==> src/rtl/pic_pkg.sv <==
// rtl/pic_pkg.sv - shared types and constants for the 8259 interrupt sequencer
package pic_pkg;
    localparam int IRQ_W = 8;
    localparam int LVL_W = 3;
    localparam logic [LVL_W-1:0] SPURIOUS_LVL = 3'd7;
    localparam logic [7:0] DEF_VEC_BASE = 8'h08;

    typedef enum logic [2:0] {
        IDLE,
        REQ,
        ACK1,
        WAIT2,
        ACK2
    } pic_state_t;
endpackage

==> src/rtl/pic_prio_enc.sv <==
// rtl/pic_prio_enc.sv - lowest-index-first priority encoder, {valid, level}
module pic_prio_enc
    import pic_pkg::*;
(
    input  logic [IRQ_W-1:0] vec,
    output logic             valid,
    output logic [LVL_W-1:0] level
);

    // Scan from the top so the lowest set index is the last one written.
    always_comb begin
        valid = 1'b0;
        level = '0;
        for (int i = IRQ_W - 1; i >= 0; i--) begin
            if (vec[i]) begin
                valid = 1'b1;
                level = LVL_W'(i);
            end
        end
    end

endmodule

==> src/rtl/pic_int_sequencer.sv <==
// rtl/pic_int_sequencer.sv - 8259 priority/INTA/EOI sequencer; option macro PIC_AUTO_EOI_EN
module pic_int_sequencer
    import pic_pkg::*;
#(
    parameter int          NUM_IRQ  = IRQ_W,
    parameter logic [7:0]  VEC_BASE = DEF_VEC_BASE
) (
    input  logic               clk,
    input  logic               reset,
    input  logic [NUM_IRQ-1:0] irq_req,
    input  logic               inta_n,
    input  logic               eoi_wr,
    input  logic               eoi_specific,
    input  logic [LVL_W-1:0]   eoi_level,
    input  logic               base_wr,
    input  logic [4:0]         base_din,
    output logic               intr,
    output logic [7:0]         vec_out,
    output logic               vec_oe,
    output logic [NUM_IRQ-1:0] irr_clr,
    output logic [NUM_IRQ-1:0] isr
);

    pic_state_t         state, next_state;
    logic               inta_q;
    logic               inta_fall, inta_rise;
    logic               req_valid, isr_valid;
    logic [LVL_W-1:0]   req_lvl, isr_lvl;
    logic               eligible;
    logic               take_ack, load_vec;
    logic [LVL_W-1:0]   winner;
    logic [4:0]         base;
    logic [NUM_IRQ-1:0] set_mask, clr_mask, isr_nxt;
`ifdef PIC_AUTO_EOI_EN
    logic               spurious;
`endif

    assign inta_fall = inta_q & ~inta_n;
    assign inta_rise = ~inta_q & inta_n;

    pic_prio_enc u_req_enc (.vec(irq_req), .valid(req_valid), .level(req_lvl));
    pic_prio_enc u_isr_enc (.vec(isr),     .valid(isr_valid), .level(isr_lvl));

    // Fully nested: an in-service level blocks itself and everything below it.
    assign eligible = req_valid && (!isr_valid || (req_lvl < isr_lvl));

    always_ff @(posedge clk) begin
        if (reset) state <= IDLE;
        else       state <= next_state;
    end

    always_comb begin
        next_state = state;
        take_ack   = 1'b0;
        load_vec   = 1'b0;
        case (state)
            IDLE:  if (eligible) next_state = REQ;
            REQ:   if (inta_fall) begin
                       take_ack   = 1'b1;
                       next_state = ACK1;
                   end
            ACK1:  if (inta_rise) next_state = WAIT2;
            WAIT2: if (inta_fall) begin
                       load_vec   = 1'b1;
                       next_state = ACK2;
                   end
            ACK2:  if (inta_rise) next_state = IDLE;
            default: next_state = IDLE;
        endcase
    end

    always_comb begin
        set_mask = '0;
        clr_mask = '0;
        if (take_ack && eligible)
            set_mask = NUM_IRQ'(1) << req_lvl;
        if (eoi_wr) begin
            if (eoi_specific)
                clr_mask = NUM_IRQ'(1) << eoi_level;
            else if (isr_valid)
                clr_mask = NUM_IRQ'(1) << isr_lvl;
        end
`ifdef PIC_AUTO_EOI_EN
        if (state == ACK2 && inta_rise && !spurious)
            clr_mask = clr_mask | (NUM_IRQ'(1) << winner);
`endif
        // Set is applied after clear so it wins on a shared bit.
        isr_nxt = (isr & ~clr_mask) | set_mask;
    end

    always_ff @(posedge clk) begin
        if (reset) begin
            inta_q   <= 1'b1;
            isr      <= '0;
            irr_clr  <= '0;
            vec_out  <= '0;
            winner   <= '0;
            base     <= VEC_BASE[7:3];
`ifdef PIC_AUTO_EOI_EN
            spurious <= 1'b0;
`endif
        end else begin
            inta_q  <= inta_n;
            isr     <= isr_nxt;
            irr_clr <= set_mask;
            if (take_ack) begin
                winner   <= eligible ? req_lvl : SPURIOUS_LVL;
`ifdef PIC_AUTO_EOI_EN
                spurious <= !eligible;
`endif
            end
            if (load_vec) vec_out <= {base, winner};
            if (base_wr)  base    <= base_din;
        end
    end

    assign intr   = (state == REQ);
    assign vec_oe = (state == ACK2);

endmodule

==> config.mk <==
export PLATFORM = sky130hd
export DESIGN_NAME = pic_int_sequencer
export DESIGN_NICKNAME = d
export VERILOG_FILES = /design/src/rtl/pic_pkg.sv /design/src/rtl/pic_prio_enc.sv /design/src/rtl/pic_int_sequencer.sv
export SDC_FILE = /design/constraint.sdc
export NUM_CORES = 1
export LEC_CHECK = 0
export CAP_MARGIN = 10
export CORE_MARGIN = 2
export CORE_UTILIZATION = 45
export CTS_CLUSTER_SIZE = 12
export DETAILED_ROUTE_END_ITERATION = 8
export PLACE_DENSITY = 0.8
export SYNTH_ARGS = -nofsm -noshare
export SYNTH_HDL_FRONTEND = slang
export SYNTH_SLANG_ARGS = --single-unit
==> constraint.sdc <==
create_clock -name clk -period 5.3 [get_ports clk]
set_input_delay 0.53 -clock clk [delete_from_list [all_inputs] [get_ports clk]]
set_output_delay 0.53 -clock clk [all_outputs]
set_load 0.005 [all_outputs]
# ---- Word level (Yosys, flattened, before mapping)
# Cells that the tools add are included.
dict set report classes {
  magnitude_cmp 1
  n_eq_ne 9
  shifts 3
  mux 46
  bitwise 7
  n_reduce_logical 6
}
# cell count
set op_table {}
lappend op_table {{$mux 3} 22}
lappend op_table {{$mux 8} 4}
lappend op_table {{$shl 1x3->8 const A} 3}
lappend op_table {{$mux 1} 19}
lappend op_table {{$pmux 3 s5} 1}
lappend op_table {{$and 8x8->8} 1}
lappend op_table {{$not 8->8} 1}
lappend op_table {{$or 8x8->8} 1}
lappend op_table {{$eq 3x2->1 const B} 2}
lappend op_table {{$ne 2x2->1 const B} 3}
lappend op_table {{$reduce_and 5->1} 1}
lappend op_table {{$ne 2x1->1 const B} 2}
lappend op_table {{$eq 3x1->1 const B} 1}
lappend op_table {{$eq 3x3->1 const B} 1}
lappend op_table {{$logic_not 3->1} 1}
lappend op_table {{$lt 3x3->1} 1}
lappend op_table {{$and 1x1->1} 2}
lappend op_table {{$logic_and 1x1->1} 2}
lappend op_table {{$not 1->1} 2}
lappend op_table {{$logic_not 1->1} 1}
lappend op_table {{$logic_or 1x1->1} 1}
dict set report word_totals {
  regBits 36
  inputBits 22
  word_cells 79
}

# ---- Logic depth before layout (Yosys ltp)
# Gate-level depths: netlist of the first run.
dict set report logic_depth {
  ltp_word 15
  ltp_mapped 9
  mapped_depth_nobuf 8
}

# ---- Hierarchy
# Synthesis of the first run repeated with hierarchy kept, for this count alone.
dict set report unflattened {
  cells_unflattened 184
  hier_area_um2 1674.1
}
# mod n_inst cells_each area_each_um2 seq_area_each_um2
set by_module_without_submodules {}
lappend by_module_without_submodules {pic_int_sequencer 1 158 1514.0 720.7}
lappend by_module_without_submodules {pic_prio_enc 2 13 80.1 0.0}

# ---- Worst setup path before layout of the first run
# OpenSTA, ideal clock, no wires.
dict set report synth_path {
  kind {input -> register}
  from {input irq_req[3]}
  to {register irr_clr[4]}
  setup_ns 0.088
  arrival_ns 2.726
  path_slack_ns 2.486
  path_stages 8
  n_path_buf 0
  path_cell_list {or4_4 -> nor2_1 -> ha_1 -> or2_2 -> a21o_2 -> and3_1 -> or3b_1 -> nor4_2}
}
dict set report synth_via {
  elab_chain_cells 9
  elab_cells_between_ends 14
  cone_classes {order compare: 1; shift: 1; mux: 9; reduce/logical: 3}
}
# item line_no
set synth_rtl {}
lappend synth_rtl {{start: declaration} pic_int_sequencer.sv:10} ;# input logic [NUM_IRQ-1:0] irq_req,
lappend synth_rtl {{$mux 3 (4 in series)} pic_prio_enc.sv:15} ;# if (vec[i]) begin
lappend synth_rtl {{$lt 3x3->1} pic_int_sequencer.sv:45} ;# assign eligible = req_valid && (!isr_valid || (req_lvl < isr_lvl));
lappend synth_rtl {{$logic_or 1x1->1} pic_int_sequencer.sv:45}
lappend synth_rtl {{$logic_and 1x1->1} pic_int_sequencer.sv:45}
lappend synth_rtl {{$logic_and 1x1->1} pic_int_sequencer.sv:75} ;# if (take_ack && eligible)
lappend synth_rtl {{$mux 8 (*)} pic_int_sequencer.sv:75}
lappend synth_rtl {{end signal: assignment} pic_int_sequencer.sv:105} ;# irr_clr <= set_mask;
lappend synth_rtl {{end: declaration} pic_int_sequencer.sv:20} ;# output logic [NUM_IRQ-1:0] irr_clr,
# Every way passes the cells marked *; elsewhere a longest branch is shown, timed or not.
# A chain may end at the register's enable or synchronous reset.

# ---- Worst setup path in the final report of the first run
dict set report layout_path {
  from {input irq_req[2]}
  to {register irr_clr[4]}
}
dict set report layout_via {
  elab_chain_cells 8
  elab_cells_between_ends 12
  cone_classes {order compare: 1; shift: 1; mux: 7; reduce/logical: 3}
}
# item line_no
set layout_rtl {}
lappend layout_rtl {{$mux 3 (3 in series)} pic_prio_enc.sv:15}
lappend layout_rtl {{$lt 3x3->1} pic_int_sequencer.sv:45}
lappend layout_rtl {{$logic_or 1x1->1} pic_int_sequencer.sv:45}
lappend layout_rtl {{$logic_and 1x1->1} pic_int_sequencer.sv:45}
lappend layout_rtl {{$logic_and 1x1->1} pic_int_sequencer.sv:75}
lappend layout_rtl {{$mux 8 (*)} pic_int_sequencer.sv:75}
# Marks and branches as above.

==> flow_metrics.py, run 1 <==
metrics = {
    "run_status": {
        "status": "finished clean",
    },
    "clock_tree": {
        "cts.htree.levels": 2,
        "cts_resized": 0,
        "clk_pin_slew_ns": 0.08,
        "clock_path_buffers": 2,
        "cts-root-buf": "clkbuf_8",
        "clock_latency_ns": 0.29,
        "cts_buffers": 5,
        "cts_hold_buf": 0,
        "cts_setup_buffers": 0,
        "cts.sinks": 36,
        "cts_tree": "done",
    },
    "setup_path": {
        "setup.worst_path.end_class": "flop",
        "critical_path.top_delay_family": "simple AND/OR/NAND/NOR gates",
        "worstPathRequired_ns": 5.51,
        "crit_arrival_ns": 3.39,
        "critPathMaxFanout": 5,
        "startpoint_type": "primary input",
        "critPathKind": "in2reg",
        "path_cells": "clkdlybuf4s50_1 > or4_4 > nor2_1 > ha_1 > or2_2 > a21o_2 > and3_1 > or3b_1 > nor4_2",
        "max_stage_delay_ns": 0.59,
        "critPathBufInv": 1,
        "cp_slowest_cell": "or4_4",
    },
    "synth": {
        "synth.ff_latch_count": 36,
        "ys.flop_type": "dfxtp_1",
        "synth_edf_count": 0,
        "syn-num-nets": 218,
        "synth_top_area_share_pct": 42.20,
        "synthTopCellsByArea": "dfxtp_1, nor2_1, mux2i_1, nor3_1, nand2_1",
        "synth_common_cells": "dfxtp_1, nor2_1, mux2i_1, nand2_1, nor3_1",
        "synth_cell_types": 50,
        "post_synth.cell_area_avg_um2": 8.758,
        "yosysSeqAreaShare_pct": 42.20,
        "yosysWarnings": 0,
        "synthArstFlopShare_pct": 0,
        "netlist_instances": 195,
        "syn_area_um2": 1708,
        "synth_top_cell_by_area": "dfxtp_1",
    },
    "layout": {
        "num_antenna_cells": 0,
        "nets": 267,
        "syn_to_final_growth_pct": 35.90,
        "final_cells": 293,
        "postLayoutCellArea_um2": 2321,
        "drive_gt1_share_pct": 8.571,
    },
    "global_routing": {
        "grtUsageTotal_pct": 19.73,
        "grt_max_degree": 23,
        "antenna_found_initial": 0,
        "grt_pass1_vias": 1415,
        "grt_overflow": 0,
        "grt_first_pass_wirelength_um": 6575,
    },
    "power_and_ir_drop": {
        "finalPower_w": 0.0006114,
        "power_density_nw_per_um2": 263.4,
        "power.leakage_nw": 0.8693,
        "vdd_drop_max_mv": 0.2187,
    },
    "timing": {
        "rsz0062_at_grt": "false",
        "skew_ns": 0.01201,
        "timing.final.hold_violations": 0,
        "fin_crit_ns": 3.181,
        "setup_viol": 0,
        "worst_pin_slew_ns": 0.5923,
        "tns_ns": 0,
        "drv_slew": 0,
        "min_period_over_period_pct": 60.02,
        "clock.fmax_mhz": 314.4,
        "maxSlewHeadroom_pct": 60.51,
    },
    "placement": {
        "gp_congestion": 0.8277,
        "placedCellCount": 285,
        "placed_area_um2": 2227,
        "dp_hpwl_um": 2830,
        "portBuffers": 47,
    },
    "floorplan": {
        "core_area_um2": 3661,
        "num_rows": 22,
        "die_w_um": 65.61,
        "die_h_um": 65.61,
        "start_util_pct": 46.65,
        "die-area_um2": 4304,
        "io_pins": 48,
    },
    "routing": {
        "drt_iter0_markers": 100,
        "drc": 0,
        "drt_pre_antenna_iters": 4,
        "via_per_inst": 5.485,
        "wl_um": 3925,
        "routedWlPerCell_um": 13.40,
        "final_antenna_net_count": 0,
        "num_vias": 1607,
    },
    "min_path": {
        "hold_class": "reg2reg",
    },
    "flow_run": {
        "maxCapViolations": 0,
    },
}
-- registers in the layout (all words and copies together), names as in the netlist --
name,count
irr_clr,8
isr,8
vec_out,8
base,5
state,3
winner,3
inta_q,1
-- where the power goes --
group	total, W	switching, W	leakage [nW]	internal [W]
Sequential	0.000296	0.0000121	0.292	0.000284
Clock	0.000203	0.0000976	0.0445	0.000106
Combinational	0.000112	0.0000550	0.533	0.0000568
Total	0.000611	0.000165	0.869	0.000447
-- cell type report --
class | instances | area [µm²]
clock buffer | 7 | 86.33
fill | 318 | 1340
tap | 48 | 60.06
sequential | 36 | 720.7
inverter | 9 | 33.78
multi-input combinational | 143 | 927.1
clock inverter | 1 | 7.507
timing repair buffer | 49 | 485.5
-- stage by stage --
step / hold WS (ns) / worst slack, ns / utilization, %
final: 0.4859 / 2.119 / 63.40
after CTS: 0.4935 / 2.136 / 63.40
after global routing: 0.5258 / 2.036 / 63.40
after floorplan: 0.4413 / 2.486 / -
after global placement: 0.4631 / 1.909 / 60.83
after detailed placement: 0.4695 / 1.829 / 60.83
-- placed cells by master (no fill, tap or decap), drive strengths merged, types with 2 or more instances in the layout --
cell type      Yosys  layout
o21ai              7       7
nor2              36      36
and4               2       2
a21oi              6       6
o2111ai            2       2
o32ai              2       2
a31oi              2       2
buf                2       2
or2                2       2
o31ai              3       3
nand2b             4       4
dfxtp             36      36
clkbuf             5       7
nand2             11      11
mux2i             13      13
or4                2       2
clkdlybuf4s50      0      47
nor4               5       5
inv                9       9
and3               2       2
a31o               2       2
nor3              11      11
a2bb2oi            2       2
o22ai              4       4
a32o               2       2
nand3              5       5
or3b               2       2
-- logic make-up (layout without fill, tap and decap cells) --
| group | count (synthesis) | in the layout | share of synthesized area (%) |
|---|---|---|---|
| simple gates | 90 | 90 | 29.38 |
| flops | 36 | 36 | 42.20 |
| compound gates | 38 | 38 | 16.04 |
| fa+ha+maj | 1 | 1 | 0.7325 |
| xor+xnor | 1 | 1 | 0.5129 |
| mux | 13 | 13 | 7.619 |
| buf+inv | 16 | 66 | 3.517 |
-- worst paths after layout --
kind | start | cells past startpoint | end | slack (ns)
setup / recovery | irq_req[2] | 9 | irr_clr[4] | 2.12
hold / removal | base[0] | 2 | base[0] | 0.49
setup reg to reg | isr[7] | 8 | irr_clr[4] | 2.72
hold reg to reg | base[0] | 2 | base[0] | 0.49
-- layer usage --
| layer | routed length, µm | track usage (%) |
|---|---|---|
| met3 | 250 | 5.137 |
| met5 | 0 | 0 |
| met2 | 1668 | 28.19 |
| met1 | 1934 | 28.07 |
| met4 | 72 | 7.813 |
-- worst min-delay path: cells and delay by family, from the launching register on --
kind | cells | cell delay (ns)
DFF | 1 | 0.33
and+or+nand+nor | 1 | 0.06
muxes | 1 | 0.07
Power figures use the tool's default switching activity.
==> inputs of run 2 (changes only) <==
- clock period: 5.3 -> 3 ns (I/O delays scaled with it)
==> flow_metrics.py, run 2 (synthesized netlist as in run 1, its figures left out) <==
metrics = {
    "run_status": {
        "status": "finished clean",
    },
    "clock_tree": {
        "cts.sinks": 36,
        "clock_path_buffers": 2,
        "cts_buffers": 5,
        "cts_tree": "done",
        "cts_resized": 0,
        "cts_setup_buffers": 0,
        "clock_latency_ns": 0.29,
        "cts.htree.levels": 2,
        "clk_pin_slew_ns": 0.07,
        "cts_hold_buf": 0,
        "cts-root-buf": "clkbuf_8",
    },
    "min_path": {
        "hold_class": "reg2reg",
        "min_path_cells": 2,
    },
    "timing": {
        "maxSlewHeadroom_pct": 63.30,
        "min_period_over_period_pct": 89.49,
        "clock.fmax_mhz": 372.5,
        "worst_pin_slew_ns": 0.5488,
        "setup_viol": 0,
        "drv_slew": 0,
        "timing.final.hold_violations": 0,
        "skew_ns": 0.008456,
        "rsz0062_at_grt": "false",
        "fin_crit_ns": 2.685,
        "tns_ns": 0,
    },
    "floorplan": {
        "die_w_um": 65.61,
        "num_rows": 22,
        "io_pins": 48,
        "start_util_pct": 46.65,
        "die-area_um2": 4304,
        "die_h_um": 65.61,
        "core_area_um2": 3661,
    },
    "layout": {
        "final_cells": 302,
        "final_cell_mix": "clkdlybuf4s50_1, nor2_1, dfxtp_1, mux2i_1",
        "final_common_cell": "clkdlybuf4s50_1",
        "drive_gt1_share_pct": 11.81,
        "syn_to_final_growth_pct": 40.66,
        "top_regs": "irr_clr (8), isr (8), vec_out (8)",
        "num_antenna_cells": 0,
        "final_core_util_pct": 65.62,
        "nets": 276,
    },
    "routing": {
        "drt_pre_antenna_iters": 4,
        "final_antenna_net_count": 0,
        "drc": 0,
        "wl_um": 4058,
        "via_per_inst": 5.411,
        "routedWlPerCell_um": 13.44,
        "num_vias": 1634,
        "drt_iter0_markers": 74,
    },
    "power_and_ir_drop": {
        "power_density_nw_per_um2": 476.1,
        "power.leakage_nw": 0.9245,
        "combPwrFrac_pct": 18.1,
        "power.share.switching_pct": 24.99,
        "p_int_w": 0.0008579,
        "finalPower_w": 0.001144,
        "p_clk_share_pct": 36.1,
        "vdd_drop_max_mv": 0.2807,
        "power_switching_w": 0.0002858,
        "pwr-share-seq_pct": 45.8,
    },
    "global_routing": {
        "grtUsageTotal_pct": 20.09,
        "grt_first_pass_wirelength_um": 6775,
        "antenna_found_initial": 0,
        "grt_max_degree": 16,
        "grt_pass1_vias": 1521,
        "grt_overflow": 0,
    },
    "setup_path": {
        "critPathBufInv": 1,
        "worst-path-stages": 9,
        "critPathMaxFanout": 4,
        "path_cells": "clkdlybuf4s50_1 > or4_4 > nor2_1 > ha_1 > or2_2 > a21o_2 > and3_1 > or3b_1 > nor4_2",
        "cp_slowest_cell": "or4_4",
        "crit_arrival_ns": 2.89,
        "critPathKind": "in2reg",
        "critical_path.top_delay_family": "simple AND/OR/NAND/NOR gates",
        "reg2reg_depth": 8,
        "setup.worst_path.end_class": "flop",
        "startpoint_type": "primary input",
        "max_stage_delay_ns": 0.55,
        "worstPathRequired_ns": 3.20,
    },
    "placement": {
        "portBuffers": 47,
        "gp_congestion": 0.8199,
        "dp_hpwl_um": 3071,
        "placedCellCount": 294,
    },
    "flow_run": {
        "maxCapViolations": 0,
    },
}
==> run 2: cell count changes in the layout (fill, tap and decap cells not counted), sizes merged <==
cell | previous run | this run
clkbuf | 7 | 6
clkinv | 0 | 1
buf | 2 | 11
clkinvlp | 1 | 0
bufinv | 0 | 1
==> run 2: worst min-delay path: cells and delay by family, from the launching register on <==
| kind | cells | cell delay (ns) |
|---|---|---|
| mux | 1 | 0.06 |
| flops | 1 | 0.32 |
| simple gates | 1 | 0.07 |
==> run 2: cell type report <==
class,instances,area (µm²)
Clock buffer,6,72.57
Clock inverter,2,35.03
Fill cell,311,1259
Inverter,9,33.78
Multi-Input combinational cell,143,927.1
Sequential cell,36,720.7
Tap cell,48,60.06
Timing Repair Buffer,58,553.0
==> run 2: path summary, 6_finish.rpt <==
path	slack, ns	from	to
worst max register to register	0.45	isr[7]	irr_clr[4]
worst min-delay path	0.49	vec_out[7]	vec_out[7]
worst max-delay path	0.32	irq_req[3]	irr_clr[4]
worst min register to register	0.49	vec_out[7]	vec_out[7]
==> run 2: through the flow <==
step	hold slack [ns]	worst slack (ns)	instance area [µm²]
floorplan	0.4066	0.4162	1708
global placement	0.4640	0.09627	2295
detailed placement	0.4656	0.001738	2295
CTS	0.4953	0.3025	2402
global route	0.5277	0.2232	2402
finish	0.4930	0.3153	2402
==> run 2: power by group through the flow <==
| stage | clock network [W] | registers, W | logic, W |
|---|---|---|---|
| 3_3_place_gp | 0 | 0.000534 | 0.000203 |
| 4_1_cts | 0.000420 | 0.000524 | 0.000207 |
| 3_5_place_dp | 0 | 0.000535 | 0.000204 |
| 5_1_grt | 0.000438 | 0.000527 | 0.000229 |
| 2_1_floorplan | 0 | 0.000529 | 0.000117 |
| 6_report | 0.000413 | 0.000524 | 0.000207 |
==> run 2: metal layers <==
| layer | up-vias | GRT usage (%) | wire, µm | share of wire, % |
|---|---|---|---|---|
| met5 | - | 0 | 0 | 0 |
| met3 | 7 | 3.253 | 235 | 5.8 |
| met4 | 0 | 9.375 | 70 | 1.7 |
| li1 | 824 | - | - | - |
| met2 | 48 | 31.63 | 1924 | 47 |
| met1 | 755 | 26.84 | 1826 | 45 |
==> inputs of run 3 (changes only) <==
==> constraint.sdc (replaced) <==
create_clock -name clk -period 3.2 [get_ports clk]
set_input_delay 0.48 -clock clk [delete_from_list [all_inputs] [get_ports clk]]
set_output_delay 0.48 -clock clk [all_outputs]
set_load 0.005 [all_outputs]
==> flow_metrics.py, run 3 (synthesized netlist as in run 1, its figures left out) <==
metrics = {
    "layout": {
        "num_antenna_cells": 0,
        "final_common_cell": "clkdlybuf4s50_1",
        "nets": 276,
        "drive_gt1_share_pct": 11.81,
        "syn_to_final_growth_pct": 40.66,
        "final_core_util_pct": 65.62,
        "final.fill_count": 307,
        "final_cell_mix": "clkdlybuf4s50_1, nor2_1, dfxtp_1, mux2i_1",
        "top_regs": "irr_clr (8), isr (8), vec_out (8)",
        "final_cells": 302,
    },
    "timing": {
        "hold_ws_ns": 0.4821,
        "worst_pin_slew_ns": 0.5988,
        "skew_ns": 0.01146,
        "timing.final.hold_violations": 0,
        "setup_viol": 0,
        "rsz0062_at_grt": "false",
        "tns_ns": 0,
        "drv_slew": 0,
        "fin_crit_ns": 2.863,
        "maxSlewHeadroom_pct": 59.96,
        "min_period_over_period_pct": 89.48,
        "clock.fmax_mhz": 349.3,
    },
    "routing": {
        "drt_pre_antenna_iters": 4,
        "drt_iter0_markers": 123,
        "wl_um": 4107,
        "via_per_inst": 5.500,
        "routedWlPerCell_um": 13.60,
        "num_vias": 1661,
        "drc": 0,
        "final_antenna_net_count": 0,
    },
    "run_status": {
        "status": "finished clean",
    },
    "global_routing": {
        "grt_pass1_vias": 1504,
        "grt_first_pass_wirelength_um": 6679,
        "grt_overflow": 0,
        "antenna_found_initial": 0,
        "grtUsageTotal_pct": 19.81,
        "grt_max_degree": 16,
    },
    "placement": {
        "dp_hpwl_um": 3057,
        "portBuffers": 47,
        "gp_congestion": 0.8203,
        "placedCellCount": 294,
    },
    "floorplan": {
        "die-area_um2": 4304,
        "num_rows": 22,
        "start_util_pct": 46.65,
        "die_w_um": 65.61,
        "io_pins": 48,
        "die_h_um": 65.61,
        "core_area_um2": 3661,
    },
    "clock_tree": {
        "cts_resized": 0,
        "cts-root-buf": "clkbuf_8",
        "cts_setup_buffers": 0,
        "cts_buffers": 5,
        "cts_hold_buf": 0,
        "cts_tree": "done",
        "clock_latency_ns": 0.29,
        "clock_path_buffers": 2,
        "cts.sinks": 36,
        "cts.htree.levels": 2,
        "clk_pin_slew_ns": 0.08,
    },
    "power_and_ir_drop": {
        "power.leakage_nw": 0.9245,
        "vdd_drop_max_mv": 0.2969,
        "power_density_nw_per_um2": 448.5,
    },
    "setup_path": {
        "worstPathRequired_ns": 3.41,
        "critPathKind": "in2reg",
        "startpoint_type": "primary input",
        "critPathMaxFanout": 4,
        "crit_arrival_ns": 3.07,
        "setup.worst_path.end_class": "flop",
    },
    "flow_run": {
        "maxCapViolations": 0,
    },
    "min_path": {
        "hold_class": "reg2reg",
    },
}
[run 3: cell counts in the layout (fill, tap and decap cells not counted)]
Identical to the previous run, type by type.
[run 3: final timing paths]
check	slack [ns]	to	cells past startpoint	from
setup reg to reg	0.62	irr_clr[4]	8	isr[7]
setup / recovery	0.34	irr_clr[4]	9	irq_req[3]
hold / removal	0.48	base[0]	2	base[0]
hold reg to reg	0.48	base[0]	2	base[0]
[run 3: worst max-delay path: stages]
cell and delay [ns]:
clkdlybuf4s50_1 0.43, or4_4 0.55, nor2_1 0.15, ha_1 0.24
or2_2 0.27, a21o_2 0.24, and3_1 0.17, or3b_1 0.40
nor4_2 0.15
[run 3: area by class of cell]
cell class / count / area [µm²] / area share, %
multi-input cells: 143 / 927.1 / 38.59
repair buffers: 58 / 553.0 / 23.02
inverters: 9 / 33.78 / 1.406
clock buffers: 6 / 72.57 / 3.021
well taps: 48 / 60.06 / 2.500
clock inverters: 2 / 35.03 / 1.458
flip-flops and latches: 36 / 720.7 / 30.00
[run 3: metrics by stage]
| stage | worst slack [ns] | power (W) | area [µm²] |
|---|---|---|---|
| CTS | 0.3230 | 0.001082 | 2402 |
| finish | 0.3368 | 0.001078 | 2402 |
| detailed placement | 0.02881 | 0.0006940 | 2295 |
| global placement | 0.1162 | 0.0006905 | 2295 |
| floorplan | 0.4362 | 0.0006054 | 1708 |
| global route | 0.2282 | 0.001126 | 2402 |
[run 3: routing by layer]
layer | GRT usage [%] | vias to the layer above | routed length, µm
met3 | 3.596 | 7 | 183
met1 | 26.29 | 776 | 1999
met2 | 31.63 | 50 | 1853
li1 | - | 828 | -
met5 | 0 | - | 0
met4 | 8.333 | 0 | 71
[run 3: power breakdown]
part           internal, W  total, W  switching (W)
Combinational     0.000102  0.000195      0.0000928
Clock             0.000231  0.000391       0.000160
Sequential        0.000471  0.000491      0.0000205
Total             0.000804   0.00108       0.000273
